## src/rtl/nr_kernel_cfg.sv

```systemverilog
// nr_kernel_cfg
//   Double-buffered configuration store for a noise-reduction kernel: a 7x7
//   space weight table plus a 9-point colour curve (x and y).  Software
//   writes the shadow bank, requests a commit, and the whole shadow bank is
//   copied into the active bank on the next frame start.  The outputs only
//   ever show a complete kernel.
//
//   Optional feature: define NR_KCFG_MONO_CHECK_EN to verify that curve x
//   is strictly increasing before a commit is accepted.  Without it a
//   commit goes straight to waiting for the frame start and cfg_err[1]
//   stays 0.
//
// Ports
//   pclk, rst_n       clock, asynchronous active-low reset
//   cfg_wr_en         shadow write strobe (cfg_addr, cfg_wdata)
//   cfg_addr          0-48 weight row*7+col, 49-57 curve x, 58-66 curve y
//   cfg_wdata         write data (weights / curve y use the low bits)
//   cfg_commit        request to apply the shadow bank at the next frame
//   cfg_err_clr       clears the sticky error flags
//   in_vsync          frame sync, rising edge = frame start
//   cfg_busy          commit in progress
//   cfg_err           [0] dropped write, [1] curve x not increasing
//   kernel_updated    one-cycle pulse while the freshly loaded bank shows
//   space_kernel      active weights, entry i at [i*WEIGHT_BITS +: WEIGHT_BITS]
//   color_curve_x     active curve x, point k at [k*BITS +: BITS]
//   color_curve_y     active curve y, point k at [k*WEIGHT_BITS +: WEIGHT_BITS]
//
// state  | meaning
// IDLE   | shadow writable, waiting for cfg_commit
// CHECK  | 8 cycles, one curve x pair compared per cycle (macro only)
// PEND   | commit accepted, waiting for a vsync rising edge
// APPLY  | active bank just loaded, kernel_updated high

module nr_kernel_cfg #(
   parameter int WEIGHT_BITS = 5,
   parameter int BITS        = 8
) (
   input  logic                      pclk,
   input  logic                      rst_n,
   input  logic                      cfg_wr_en,
   input  logic [6:0]                cfg_addr,
   input  logic [7:0]                cfg_wdata,
   input  logic                      cfg_commit,
   input  logic                      cfg_err_clr,
   input  logic                      in_vsync,
   output logic                      cfg_busy,
   output logic [1:0]                cfg_err,
   output logic                      kernel_updated,
   output logic [49*WEIGHT_BITS-1:0] space_kernel,
   output logic [9*BITS-1:0]         color_curve_x,
   output logic [9*WEIGHT_BITS-1:0]  color_curve_y
);

   localparam int N_W     = 49;
   localparam int N_PT    = 9;
   localparam int ADDR_CX = 49;
   localparam int ADDR_CY = 58;

   typedef enum logic [1:0] {
      ST_IDLE  = 2'd0,
`ifdef NR_KCFG_MONO_CHECK_EN
      ST_CHECK = 2'd1,
`endif
      ST_PEND  = 2'd2,
      ST_APPLY = 2'd3
   } state_t;

   // Reset weights: rows 4-6 mirror rows 2-0 and every row is symmetric
   // about column 3, so only a quarter of the table needs describing.
   function automatic logic [WEIGHT_BITS-1:0] dflt_w(input int idx);
      int row;
      int col;
      int v;
      row = idx / 7;
      col = idx % 7;
      if (row > 3) row = 6 - row;
      if (col > 3) col = 6 - col;
      v = 0;
      case (row)
         0: case (col)
               0:       v = 28;
               1, 2:    v = 29;
               default: v = 30;
            endcase
         1: v = (col == 0) ? 29 : 30;
         2: case (col)
               0:       v = 29;
               1:       v = 30;
               default: v = 31;
            endcase
         default: v = (col < 2) ? 30 : 31;
      endcase
      return WEIGHT_BITS'(v);
   endfunction

   function automatic logic [BITS-1:0] dflt_cx(input int k);
      int v;
      case (k)
         0:       v = 3;
         1:       v = 6;
         2:       v = 10;
         3:       v = 13;
         4:       v = 17;
         5:       v = 20;
         6:       v = 23;
         7:       v = 27;
         default: v = 30;
      endcase
      return BITS'(v);
   endfunction

   function automatic logic [WEIGHT_BITS-1:0] dflt_cy(input int k);
      int v;
      case (k)
         0:       v = 30;
         1:       v = 26;
         2:       v = 19;
         3:       v = 13;
         4:       v = 7;
         5:       v = 4;
         6:       v = 2;
         7:       v = 1;
         default: v = 0;
      endcase
      return WEIGHT_BITS'(v);
   endfunction

   logic [WEIGHT_BITS-1:0] sh_w  [N_W];
   logic [BITS-1:0]        sh_cx [N_PT];
   logic [WEIGHT_BITS-1:0] sh_cy [N_PT];
   logic [WEIGHT_BITS-1:0] act_w [N_W];
   logic [BITS-1:0]        act_cx[N_PT];
   logic [WEIGHT_BITS-1:0] act_cy[N_PT];

   state_t     state_q;
   state_t     state_d;
   logic       vsync_q;
   logic       vsync_edge;
   logic       wr_ok;
   logic       wr_bad;
   logic       load_active;
   logic [1:0] err_q;
   logic [1:0] err_set;

`ifdef NR_KCFG_MONO_CHECK_EN
   logic [2:0] chk_cnt_q;
   logic [2:0] chk_cnt_d;
   logic       chk_fail_q;
   logic       chk_fail_d;
   logic       pair_ok;

   // Down-counter selects the pair: cnt=7 checks cx[7]<cx[8], cnt=0 checks
   // cx[0]<cx[1].  The shadow cannot change outside IDLE, so the pairs
   // all see the same snapshot.
   always_comb begin
      pair_ok = 1'b1;
      for (int k = 0; k < N_PT - 1; k++) begin
         if (chk_cnt_q == 3'(k)) pair_ok = (sh_cx[k] < sh_cx[k+1]);
      end
   end
`endif

   assign vsync_edge  = in_vsync & ~vsync_q;
   assign wr_ok       = cfg_wr_en && (state_q == ST_IDLE) && (cfg_addr <= 7'd66);
   assign wr_bad      = cfg_wr_en && !wr_ok;
   assign load_active = (state_q == ST_PEND) && vsync_edge;

   always_comb begin
      state_d    = state_q;
      err_set    = 2'b00;
      err_set[0] = wr_bad;
`ifdef NR_KCFG_MONO_CHECK_EN
      chk_cnt_d  = chk_cnt_q;
      chk_fail_d = chk_fail_q;
`endif
      case (state_q)
         ST_IDLE: begin
            if (cfg_commit) begin
`ifdef NR_KCFG_MONO_CHECK_EN
               state_d    = ST_CHECK;
               chk_cnt_d  = 3'd7;
               chk_fail_d = 1'b0;
`else
               state_d    = ST_PEND;
`endif
            end
         end
`ifdef NR_KCFG_MONO_CHECK_EN
         ST_CHECK: begin
            if (!pair_ok) begin
               err_set[1] = 1'b1;
               chk_fail_d = 1'b1;
            end
            if (chk_cnt_q == 3'd0) begin
               state_d = (chk_fail_q || !pair_ok) ? ST_IDLE : ST_PEND;
            end else begin
               chk_cnt_d = chk_cnt_q - 3'd1;
            end
         end
`endif
         ST_PEND: begin
            if (vsync_edge) state_d = ST_APPLY;
         end
         ST_APPLY: begin
            state_d = ST_IDLE;
         end
         default: begin
            state_d = ST_IDLE;
         end
      endcase
   end

   always_ff @(posedge pclk or negedge rst_n) begin
      if (!rst_n) begin
         state_q    <= ST_IDLE;
         vsync_q    <= 1'b0;
         err_q      <= 2'b00;
`ifdef NR_KCFG_MONO_CHECK_EN
         chk_cnt_q  <= 3'd0;
         chk_fail_q <= 1'b0;
`endif
      end else begin
         state_q    <= state_d;
         vsync_q    <= in_vsync;
         // A set in the same cycle as the clear wins.
         err_q      <= (err_q & ~{2{cfg_err_clr}}) | err_set;
`ifdef NR_KCFG_MONO_CHECK_EN
         chk_cnt_q  <= chk_cnt_d;
         chk_fail_q <= chk_fail_d;
`endif
      end
   end

   always_ff @(posedge pclk or negedge rst_n) begin
      if (!rst_n) begin
         for (int i = 0; i < N_W; i++) begin
            sh_w[i]  <= dflt_w(i);
            act_w[i] <= dflt_w(i);
         end
         for (int k = 0; k < N_PT; k++) begin
            sh_cx[k]  <= dflt_cx(k);
            act_cx[k] <= dflt_cx(k);
            sh_cy[k]  <= dflt_cy(k);
            act_cy[k] <= dflt_cy(k);
         end
      end else begin
         if (wr_ok) begin
            for (int i = 0; i < N_W; i++) begin
               if (cfg_addr == 7'(i)) sh_w[i] <= WEIGHT_BITS'(cfg_wdata);
            end
            for (int k = 0; k < N_PT; k++) begin
               if (cfg_addr == 7'(ADDR_CX + k)) sh_cx[k] <= BITS'(cfg_wdata);
               if (cfg_addr == 7'(ADDR_CY + k)) sh_cy[k] <= WEIGHT_BITS'(cfg_wdata);
            end
         end
         // Loaded on the PEND->APPLY transition so the new kernel is
         // visible for the whole APPLY cycle, together with kernel_updated.
         if (load_active) begin
            act_w  <= sh_w;
            act_cx <= sh_cx;
            act_cy <= sh_cy;
         end
      end
   end

   assign cfg_busy       = (state_q != ST_IDLE);
   assign kernel_updated = (state_q == ST_APPLY);
   assign cfg_err        = err_q;

   for (genvar g = 0; g < N_W; g++) begin : g_w
      assign space_kernel[g*WEIGHT_BITS +: WEIGHT_BITS] = act_w[g];
   end

   for (genvar g = 0; g < N_PT; g++) begin : g_pt
      assign color_curve_x[g*BITS +: BITS]               = act_cx[g];
      assign color_curve_y[g*WEIGHT_BITS +: WEIGHT_BITS] = act_cy[g];
   end

endmodule

```

## config.mk

```make
export PLATFORM = sky130hd
export DESIGN_NAME = nr_kernel_cfg
export DESIGN_NICKNAME = d
export VERILOG_FILES = /design/src/rtl/nr_kernel_cfg.sv
export SDC_FILE = /design/constraint.sdc
export NUM_CORES = 1
export LEC_CHECK = 0
export ABC_AREA = 1
export BUFFER_PORTS_ARGS = -buffer_cell sky130_fd_sc_hd__buf_2
export CAP_MARGIN = 10
export CORE_ASPECT_RATIO = 1.75
export CORE_MARGIN = 1.5
export CORE_UTILIZATION = 30
export DETAILED_ROUTE_END_ITERATION = 6
export PLACE_DENSITY = 0.53
export SKIP_CTS_REPAIR_TIMING = 1
export SLEW_MARGIN = 20
export SYNTH_ARGS = -nofsm -noshare
export SYNTH_HDL_FRONTEND = slang
export SYNTH_SLANG_ARGS = --single-unit
export TNS_END_PERCENT = 100
```

## constraint.sdc

```tcl
create_clock -name pclk -period 2.7 [get_ports pclk]
set_input_delay 0.405 -clock pclk [delete_from_list [all_inputs] [get_ports pclk]]
set_output_delay 0.405 -clock pclk [all_outputs]
set_load 0.05 [all_outputs]
```

# --- Word-level counts from Yosys, hierarchy flattened ---
# Index checks and enable logic that the tools add are counted.
totals:
  inputBits: 21
  output_inout_bits: 366
  regBits: 729
classes:
  reduce_logical: 76
  muxes: 3
  order_cmp: 1
  bitwise_logic: 5
  eq_ne: 70
op_table:
  columns: ["op", "n"]
  rows:
  - ["$eq A7 B6 Y1 const B", 32]
  - ["$reduce_and A2 Y1", 68]
  - ["$eq A7 B5 Y1 const B", 16]
  - ["$eq A7 B4 Y1 const B", 8]
  - ["$eq A7 B3 Y1 const B", 4]
  - ["$eq A7 B7 Y1 const B", 3]
  - ["$eq A7 B2 Y1 const B", 2]
  - ["$eq A7 B1 Y1 const B", 1]
  - ["$le A7 B7 Y1 const B", 1]
  - ["$logic_not A7 Y1", 1]
  - ["$eq A2 B2 Y1 const B", 2]
  - ["$logic_and A1 B1 Y1", 4]
  - ["$mux W2", 2]
  - ["$ne A2 B2 Y1 const B", 2]
  - ["$pmux W2 S2", 1]
  - ["$and A2 B2 Y2", 1]
  - ["$logic_not A2 Y1", 1]
  - ["$not A2 Y2", 1]
  - ["$or A2 B1 Y2", 1]
  - ["$reduce_bool A2 Y1", 1]
  - ["$and A1 B1 Y1", 1]
  - ["$logic_not A1 Y1", 1]
  - ["$not A1 Y1", 1]

# --- Depth between registers and ports, before layout ---
# Gate-level depths: netlist (run 1).
depth:
  depth_word: 6
  ltp_mapped: 8

# --- Worst setup path after synthesis (run 1) ---
# Ideal clock, no wire load.
synth_timing:
  path_type: "input port to flip-flop"
  from: "in cfg_addr[3]"
  to: "reg sh_w[225] (netlist bit)"
  cell_stages: 8
  path_slack_ns: 1.125
  arrival_time_ns: 1.458
  required_time_ns: 2.583
  setup_ns: 0.117
  cell_sequence: "nor2_1 > nand3_1 > nand2_2 > buf_4 > buf_2 > nand3_1 > nand2_1 > nand2_1"
synth_between:
  elab_chain_cells: 3
synth_rtl:
  columns: ["element", "line_no", "rtl"]
  rows:
  - ["start: declaration", "41", "input logic [6:0] cfg_addr,"]
  - ["$le A7 B7 Y1", "164", "assign wr_ok = cfg_wr_en && (state_q == ST_IDLE) && (cfg_addr <= 7'd66);"]
  - ["$logic_and A1 B1 Y1", "164", null]
  - ["$reduce_and A2 Y1 (no source line) (*)", null, null]
  - ["end signal: indexed assignment", "237", "sh_w[i] <= dflt_w(i);"]
  - ["end signal: indexed assignment", "249", "if (cfg_addr == 7'(i)) sh_w[i] <= WEIGHT_BITS'(cfg_wdata);"]
  - ["end: declaration", "128", "logic [WEIGHT_BITS-1:0] sh_w [N_W];"]
# Mark *: on every way between the ends. The rest lies on a longest branch, timed or not.
# A chain may end at the register's enable or synchronous reset.

# --- Worst setup path in the final report (run 1) ---
layout_timing:
  from: "reg state_q[1]"
  to: "reg sh_cx[13] (netlist bit)"
layout_between:
  elab_chain_cells: 4
layout_rtl:
  columns: ["element", "line_no", "rtl"]
  rows:
  - ["start: declaration", "135", "state_t state_q;"]
  - ["start signal: assignment", "223", "state_q <= state_d;"]
  - ["$logic_not A2 Y1", "164", null]
  - ["$logic_and A1 B1 Y1 (2 in series)", "164", null]
  - ["$reduce_and A2 Y1 (no source line)", null, null]
  - ["end signal: indexed assignment", "241", "sh_cx[k] <= dflt_cx(k);"]
  - ["end signal: indexed assignment", "252", "if (cfg_addr == 7'(ADDR_CX + k)) sh_cx[k] <= BITS'(cfg_wdata);"]
  - ["end: declaration", "129", "logic [BITS-1:0] sh_cx [N_PT];"]
# No other way between the ends.

==> key figures, run 1 <==
Route
  • First drt pass iteration count: 6
  • Drc violations: 0
  • Wirelength per Cell: 19.1 µm
  • ANT nets after route: 0
  • Final WL: 96400 µm
  • Via count: 23696
  • First DRT Iteration DRCs: 1640
  • Vias/cell: 4.69

Placed design
  • GP Congestion: 0.776
  • Dpl hpwl: 63700 µm
  • Buffers on Ports: 386
  • Dpl ws: 0.141 ns

Worst setup path
  • CP max stage delay: 0.43 ns
  • Slowest cell on crit path: dfrtp_1
  • Crit path max fanout: 29
  • Required @ worst endpoint: 3.23 ns
  • Arrival time worst endpoint: 2.59 ns
  • Startpoint types: flip-flop
  • Worst reg-to-reg path cell count: 7
  • Crit-path cells: inv_1, nand3_1, inv_8, buf_4, nand3_1, nand2_1, nand2_1
  • Crit Path Category: flip-flop to flip-flop
  • Kind of end point of the critical path: flip-flop

Timing
  • Worst Setup Slack, final: 0.635 ns
  • RSZ-0062 raised after global routing: false
  • Max-slew violations: 0
  • Layout Skew: 0.0258 ns
  • Fin. Hold Viols: 0
  • Fmax: 484 MHz
  • Fin Setup TNS: 0 ns
  • Max-slew headroom: 37.8%
  • Crit share post-route: 76.5%
  • Actual slew at the worst max-slew pin: 0.930 ns
  • Finish-stage setup viols: 0
  • Fin crit period: 2.06 ns

Global routing
  • Total GRT Usage: 19.2%
  • First-pass GRT wire length: 148000 µm
  • Initial antenna violation count: 0
  • Largest net degree at the start of global routing: 127
  • Gr ovfl total: 0
  • Vias in the first global route: 24025

Final layout
  • Commonest non-fill, non-tap cell in the layout: nand2_1
  • ANT cells: 0
  • Fillers: 10097
  • Fraction of layout cells with a size suffix above 1: 30.4%
  • FF/Latch Area: 18900 µm²
  • Most frequent cells in the layout: 1835 x nand2_1, 490 x dfstp_2, 380 x buf_2
  • Fin nets: 3706
  • Area grow syn2layout: 22.6%
  • Combined area of the multi-input logic cells: 9860 µm²

Floorplanning
  • Floorplan die area: 101000 µm²
  • Die height: 419 µm
  • Core Region: 97900 µm²
  • Boundary Pins: 387
  • Row count: 152
  • Initial core utilization: 30.3%
  • Chip Width: 241 µm

Job
  • Max-cap violations: 0

Clock network
  • Clk Latency, worst-skew pair: 0.65 ns
  • TritonCTS clock tree: yes
  • Clk root buf: clkbuf_16
  • CTS max path bufs: 3
  • Num CTS Buffers: 75
  • Clock Sinks: 729
  • Reg clk slew, reported paths: 0.06 ns
  • H-tree depth: 3

Worst hold path
  • Worst Hold Path Cells: 3
  • HP Class: primary input to flip-flop

Power
  • P_leak: 18.7 nW
  • Max VDD drop: 0.388 mV
  • Power Density: 667 nW/µm²

Logic synthesis
  • Yosys reg bits: 729
  • Synthesized area per cell: 8.96 µm²
  • Sequential area share after synthesis: 63.6%
  • YS warnings: 0
  • Synth Instances: 3309
  • Area of the mapped netlist: 29600 µm²
  • Syn Nets: 3330
  • Synth unique cells: 18

Outcome
  • Status: completed
where the power goes:
group / total (W) / switching [W] / leakage [nW] / internal (W)
registers: 0.0114 / 0.000143 / 8.38 / 0.0113
logic: 0.00205 / 0.00163 / 9.10 / 0.000420
clock network: 0.0108 / 0.00455 / 1.25 / 0.00620
total: 0.0242 / 0.00633 / 18.7 / 0.0179
cells by family after synthesis:
group | synth area share, %
and+or+nand+nor | 33.1
DFF | 63.6
buffers and inverters | 3.25
AOI/OAI and AO/OA | 0.0169
layout make-up:
type / instances / share of cell area (%)
Clock inverter: 30 / 0.905
Timing Repair Buffer: 513 / 9.29
Clock buffer: 108 / 6.06
Tap cell: 1309 / 4.50
Multi-Input combinational cell: 2345 / 27.1
Inverter: 21 / 0.258
Sequential cell: 729 / 51.9
stage by stage:
stage          instances  hold slack (ns)  utilization [%]  total power, W  instance area, µm²
2_1_floorplan       3309            0.109                -          0.0128               29600
3_3_place_gp        4914            0.447             34.5          0.0137               33800
3_5_place_dp        4914            0.450             34.5          0.0137               33800
4_1_cts             5052           -0.271             37.1          0.0246               36300
5_1_grt             5055          0.00131             37.1          0.0252               36400
6_report            5055           0.0173             37.1          0.0242               36400
flip-flops by register name (all words and copies together), names as in the netlist:
name	count
color_curve_y	45
vsync_q	1
space_kernel	245
color_curve_x	72
sh_cy	45
state_q	2
sh_w	245
cfg_err	2
sh_cx	72
metal layers:
layer / track usage, % / wire length (µm) / share of wire (%) / vias to the layer above
li1: - / - / - / 11453
met1: 25.1 / 41900 / 43 / 11529
met2: 32.2 / 47300 / 49 / 587
met3: 3.36 / 4950 / 5.1 / 127
met4: 5.92 / 2290 / 2.4 / 0
met5: 0 / 0 / 0 / -
worst paths after layout:
check,startpoint,to,slack (ns)
max reg2reg,state_q[1]$_DFFE_PN0P_,sh_cx[13]$_DFFE_PN0P_,0.64
max in group asynchronous,rst_n,sh_w[212]$_DFFE_PN1P_,1.43
min in group asynchronous,rst_n,sh_w[105]$_DFFE_PN0P_,0.35
min,cfg_wr_en,cfg_err[0]$_DFF_PN0_,0.02
min reg2reg,sh_w[39]$_DFFE_PN1P_,space_kernel[209]$_DFFE_PN1P_,0.45
max,state_q[1]$_DFFE_PN0P_,sh_cx[13]$_DFFE_PN0P_,0.64
synthesized netlist by cell type:
cell / count / area share [%]
o21ai_0: 1 / 0.017
nor2_4: 2 / 0.076
inv_1: 19 / 0.24
dfrtp_1: 239 / 20
nor2_1: 66 / 0.84
nand4_1: 357 / 7.5
nand3_1: 76 / 1.3
clkinv_1: 1 / 0.013
nor2_2: 6 / 0.13
nand2_2: 1 / 0.021
dfstp_2: 490 / 43
inv_2: 1 / 0.013
clkbuf_1: 145 / 1.8
nand2_1: 1835 / 23
buf_2: 58 / 0.98
nand3_2: 1 / 0.034
buf_4: 2 / 0.051
buf_1: 9 / 0.11
worst max-delay path, delay by kind of cell, from the launching register on:
family / cells / cell delay (ns)
buf+inv: 3 / 0.69
flops: 1 / 0.43
simple gates: 4 / 0.81
(Power assumes the default switching activity.)
==> inputs of run 2 (changes only) <==
PLACE_DENSITY = 0.55   (was 0.53)
clock period = 1.8 ns   (was 2.7 ns; I/O delays follow)
==> run 2 against run 1 <==
Against the previous run:
- combinational power rose by 63%
- die area did not move
- via count rose by 2.2%
- critical path type is now flip-flop to output port
- critical endpoint is now space_kernel[4]
- largest cell class unchanged
==> key figures, run 2 (synthesis gave the netlist of run 1 again) <==
Final layout
  • Fillers: 9941 (was 10097)
  • ANT cells: 0 (unchanged)
  • Fraction of layout cells with a size suffix above 1: 32.9% (was 30.4%)
  • Area grow syn2layout: 27.0% (was 22.6%)
  • Fin nets: 3843 (was 3706)
  • Most frequent cells in the layout: 1835 x nand2_1, 490 x dfstp_2, 364 x buf_2 (was 1835 x nand2_1, 490 x dfstp_2, 380 x buf_2)
  • Final std cells w/o fill: 5188 (was 5055)
  • Commonest non-fill, non-tap cell in the layout: nand2_1 (unchanged)

Worst setup path
  • Crit-path cells: buf_2 (was inv_1, nand3_1, inv_8, buf_4, nand3_1, nand2_1, nand2_1)
  • Crit Path Category: flip-flop to output port (was flip-flop to flip-flop)
  • Slowest cell on crit path: dfstp_2 (was dfrtp_1)
  • Cell family with most CP delay: flip-flops (was simple AND/OR/NAND/NOR gates)
  • WP buf/inv: 1 (was 3)
  • Worst reg-to-reg path cell count: 7 (unchanged)
  • Critical R2R Capture: space_kernel[19]$_DFFE_PN1P_ (was sh_cx[13]$_DFFE_PN0P_)
  • R2R setup slack: 0.11 ns (was 0.64 ns)
  • Startpoint types: flip-flop (unchanged)
  • Arrival time worst endpoint: 1.48 ns (was 2.59 ns)
  • Crit path max fanout: 2 (was 29)
  • Required @ worst endpoint: 1.53 ns (was 3.23 ns)
  • Kind of end point of the critical path: output port (was flip-flop)
  • FF-to-FF Start: state_q[0]$_DFFE_PN0P_ (was state_q[1]$_DFFE_PN0P_)
  • CP max stage delay: 0.54 ns (was 0.43 ns)

Clock network
  • Clock Sinks: 729 (unchanged)
  • Clk root buf: clkbuf_16 (unchanged)
  • CTS max path bufs: 3 (unchanged)
  • TritonCTS clock tree: yes (unchanged)
  • Num CTS Buffers: 71 (was 75)
  • Reg clk slew, reported paths: 0.07 ns (was 0.06 ns)
  • Clk Latency, worst-skew pair: 0.64 ns (was 0.65 ns)
  • H-tree depth: 3 (unchanged)

Job
  • Max-cap violations: 0 (unchanged)

Worst hold path
  • Hold Crit Start: cfg_wdata[5] (was cfg_wr_en)
  • Worst Hold Path Cells: 3 (unchanged)
  • HP Class: primary input to flip-flop (unchanged)
  • Hold endpoint: sh_cx[13]$_DFFE_PN0P_ (was cfg_err[0]$_DFF_PN0_)

Global routing
  • Largest net degree at the start of global routing: 101 (was 127)
  • Gr ovfl total: 0 (unchanged)
  • Vias in the first global route: 24308 (was 24025)
  • Initial antenna violation count: 0 (unchanged)
  • First-pass GRT wire length: 147000 µm (was 148000 µm)
  • Total GRT Usage: 19.1% (was 19.2%)

Timing
  • Fmax: 572 MHz
  • Finish-stage setup viols: 0 (unchanged)
  • Fin. Hold Viols: 0 (unchanged)
  • Max-slew violations: 0 (unchanged)
  • Fin crit period: 1.75 ns
  • Max-slew headroom: 61.2% (was 37.8%)
  • Fin Setup TNS: 0 ns (unchanged)
  • Layout Skew: 0.0193 ns (was 0.0258 ns)
  • Worst Setup Slack, final: 0.0517 ns (was 0.635 ns)
  • Crit share post-route: 97.1%
  • Actual slew at the worst max-slew pin: 0.582 ns (was 0.930 ns)

Power
  • P_leak: 19.5 nW (was 18.7 nW)
  • PnR Total Power: 0.0362 W (was 0.0242 W)
  • Power Density: 961 nW/µm² (was 667 nW/µm²)
  • Max VDD drop: 0.649 mV (was 0.388 mV)

Floorplanning
  • Initial core utilization: 30.3% (unchanged)
  • Boundary Pins: 387 (unchanged)
  • Die height: 419 µm (unchanged)
  • Row count: 152 (unchanged)
  • Core Region: 97900 µm² (unchanged)
  • Chip Width: 241 µm (unchanged)
  • Floorplan die area: 101000 µm² (unchanged)

Outcome
  • Status: completed (unchanged)

Route
  • Final WL: 95500 µm (was 96400 µm)
  • First drt pass iteration count: 5 (was 6)
  • First DRT Iteration DRCs: 1412 (was 1640)
  • Wirelength per Cell: 18.4 µm (was 19.1 µm)
  • Via count: 24207 (was 23696)
  • Vias/cell: 4.67 (was 4.69)
  • Drc violations: 0 (unchanged)
  • ANT nets after route: 0 (unchanged)

Placed design
  • GP Congestion: 0.804 (was 0.776)
  • Placed cell count: 5049 (was 4914)
  • Buffers on Ports: 386 (unchanged)
  • Dpl ws: -0.0952 ns (was 0.141 ns)
  • Dpl hpwl: 65700 µm (was 63700 µm)
-- run 2: cell count changes in the layout (fill, tap and decap cells not counted), sizes merged --
cell	previous run	this run
buf	510	632
clkbuf	108	113
dlygate4sd3	3	7
clkinv	20	17
clkinvlp	2	5
bufinv	5	6
inv	24	25
-- run 2: power breakdown --
| group | switching (W) | internal (W) | total, W |
|---|---|---|---|
| combinational | 0.00248 | 0.000851 | 0.00334 |
| clock | 0.00669 | 0.00902 | 0.0157 |
| sequential | 0.000210 | 0.0169 | 0.0171 |
| total | 0.00939 | 0.0268 | 0.0362 |
-- run 2: metal layers --
metal	vias up	part of all wire, %	wire (µm)	global-route usage (%)
met5	-	0	0	0
met3	128	5.3	5030	3.41
met1	11731	43	41400	24.3
met2	630	49	46700	32.4
met4	0	2.5	2390	6.20
li1	11718	-	-	-
-- run 2: how the worst max path moves through the flow --
stage                             to  slack [ns]  depth (start not counted)                           from
2_1_floorplan  sh_w[236]$_DFFE_PN0P_        0.31                          7         state_q[0]$_DFFE_PN0P_
3_3_place_gp    sh_cy[2]$_DFFE_PN0P_       -0.14                          9                    cfg_addr[3]
3_5_place_dp    sh_cy[0]$_DFFE_PN0P_        -0.1                          9                    cfg_addr[3]
4_1_cts            space_kernel[104]       -0.06                          1  space_kernel[104]$_DFFE_PN1P_
5_1_grt                     cfg_busy      -0.001                          3         state_q[0]$_DFFE_PN0P_
6_report             space_kernel[4]        0.05                          1    space_kernel[4]$_DFFE_PN1P_
-- run 2: metrics by stage --
step                utilization (%)  area (µm²)  hold WS [ns]
finish                         38.4       37600        0.0381
global route                   38.4       37600       0.00356
CTS                            38.3       37500        -0.573
detailed placement             35.8       35000         0.149
global placement               35.8       35000         0.151
floorplan                         -       29600       -0.0256
-- run 2: final cells by class --
cell class                      instances  area (µm²)  area share (%)
Clock inverter                         32         353           0.937
Tap cell                             1309        1640            4.35
Inverter                               21        98.8           0.263
Sequential cell                       729       18900            50.1
Clock buffer                           98        2080            5.53
Multi-Input combinational cell       2345        9890            26.3
Timing Repair Buffer                  654        4720            12.5
-- run 2: worst register-to-register path, stage by stage, from the launching register on --
cell and delay, ns:
dfrtp_1 0.41, nor2_1 0.20, nand3_4 0.19, inv_8 0.16, buf_12 0.22, buf_4 0.23, nand2_1 0.14, nand2_1 0.10
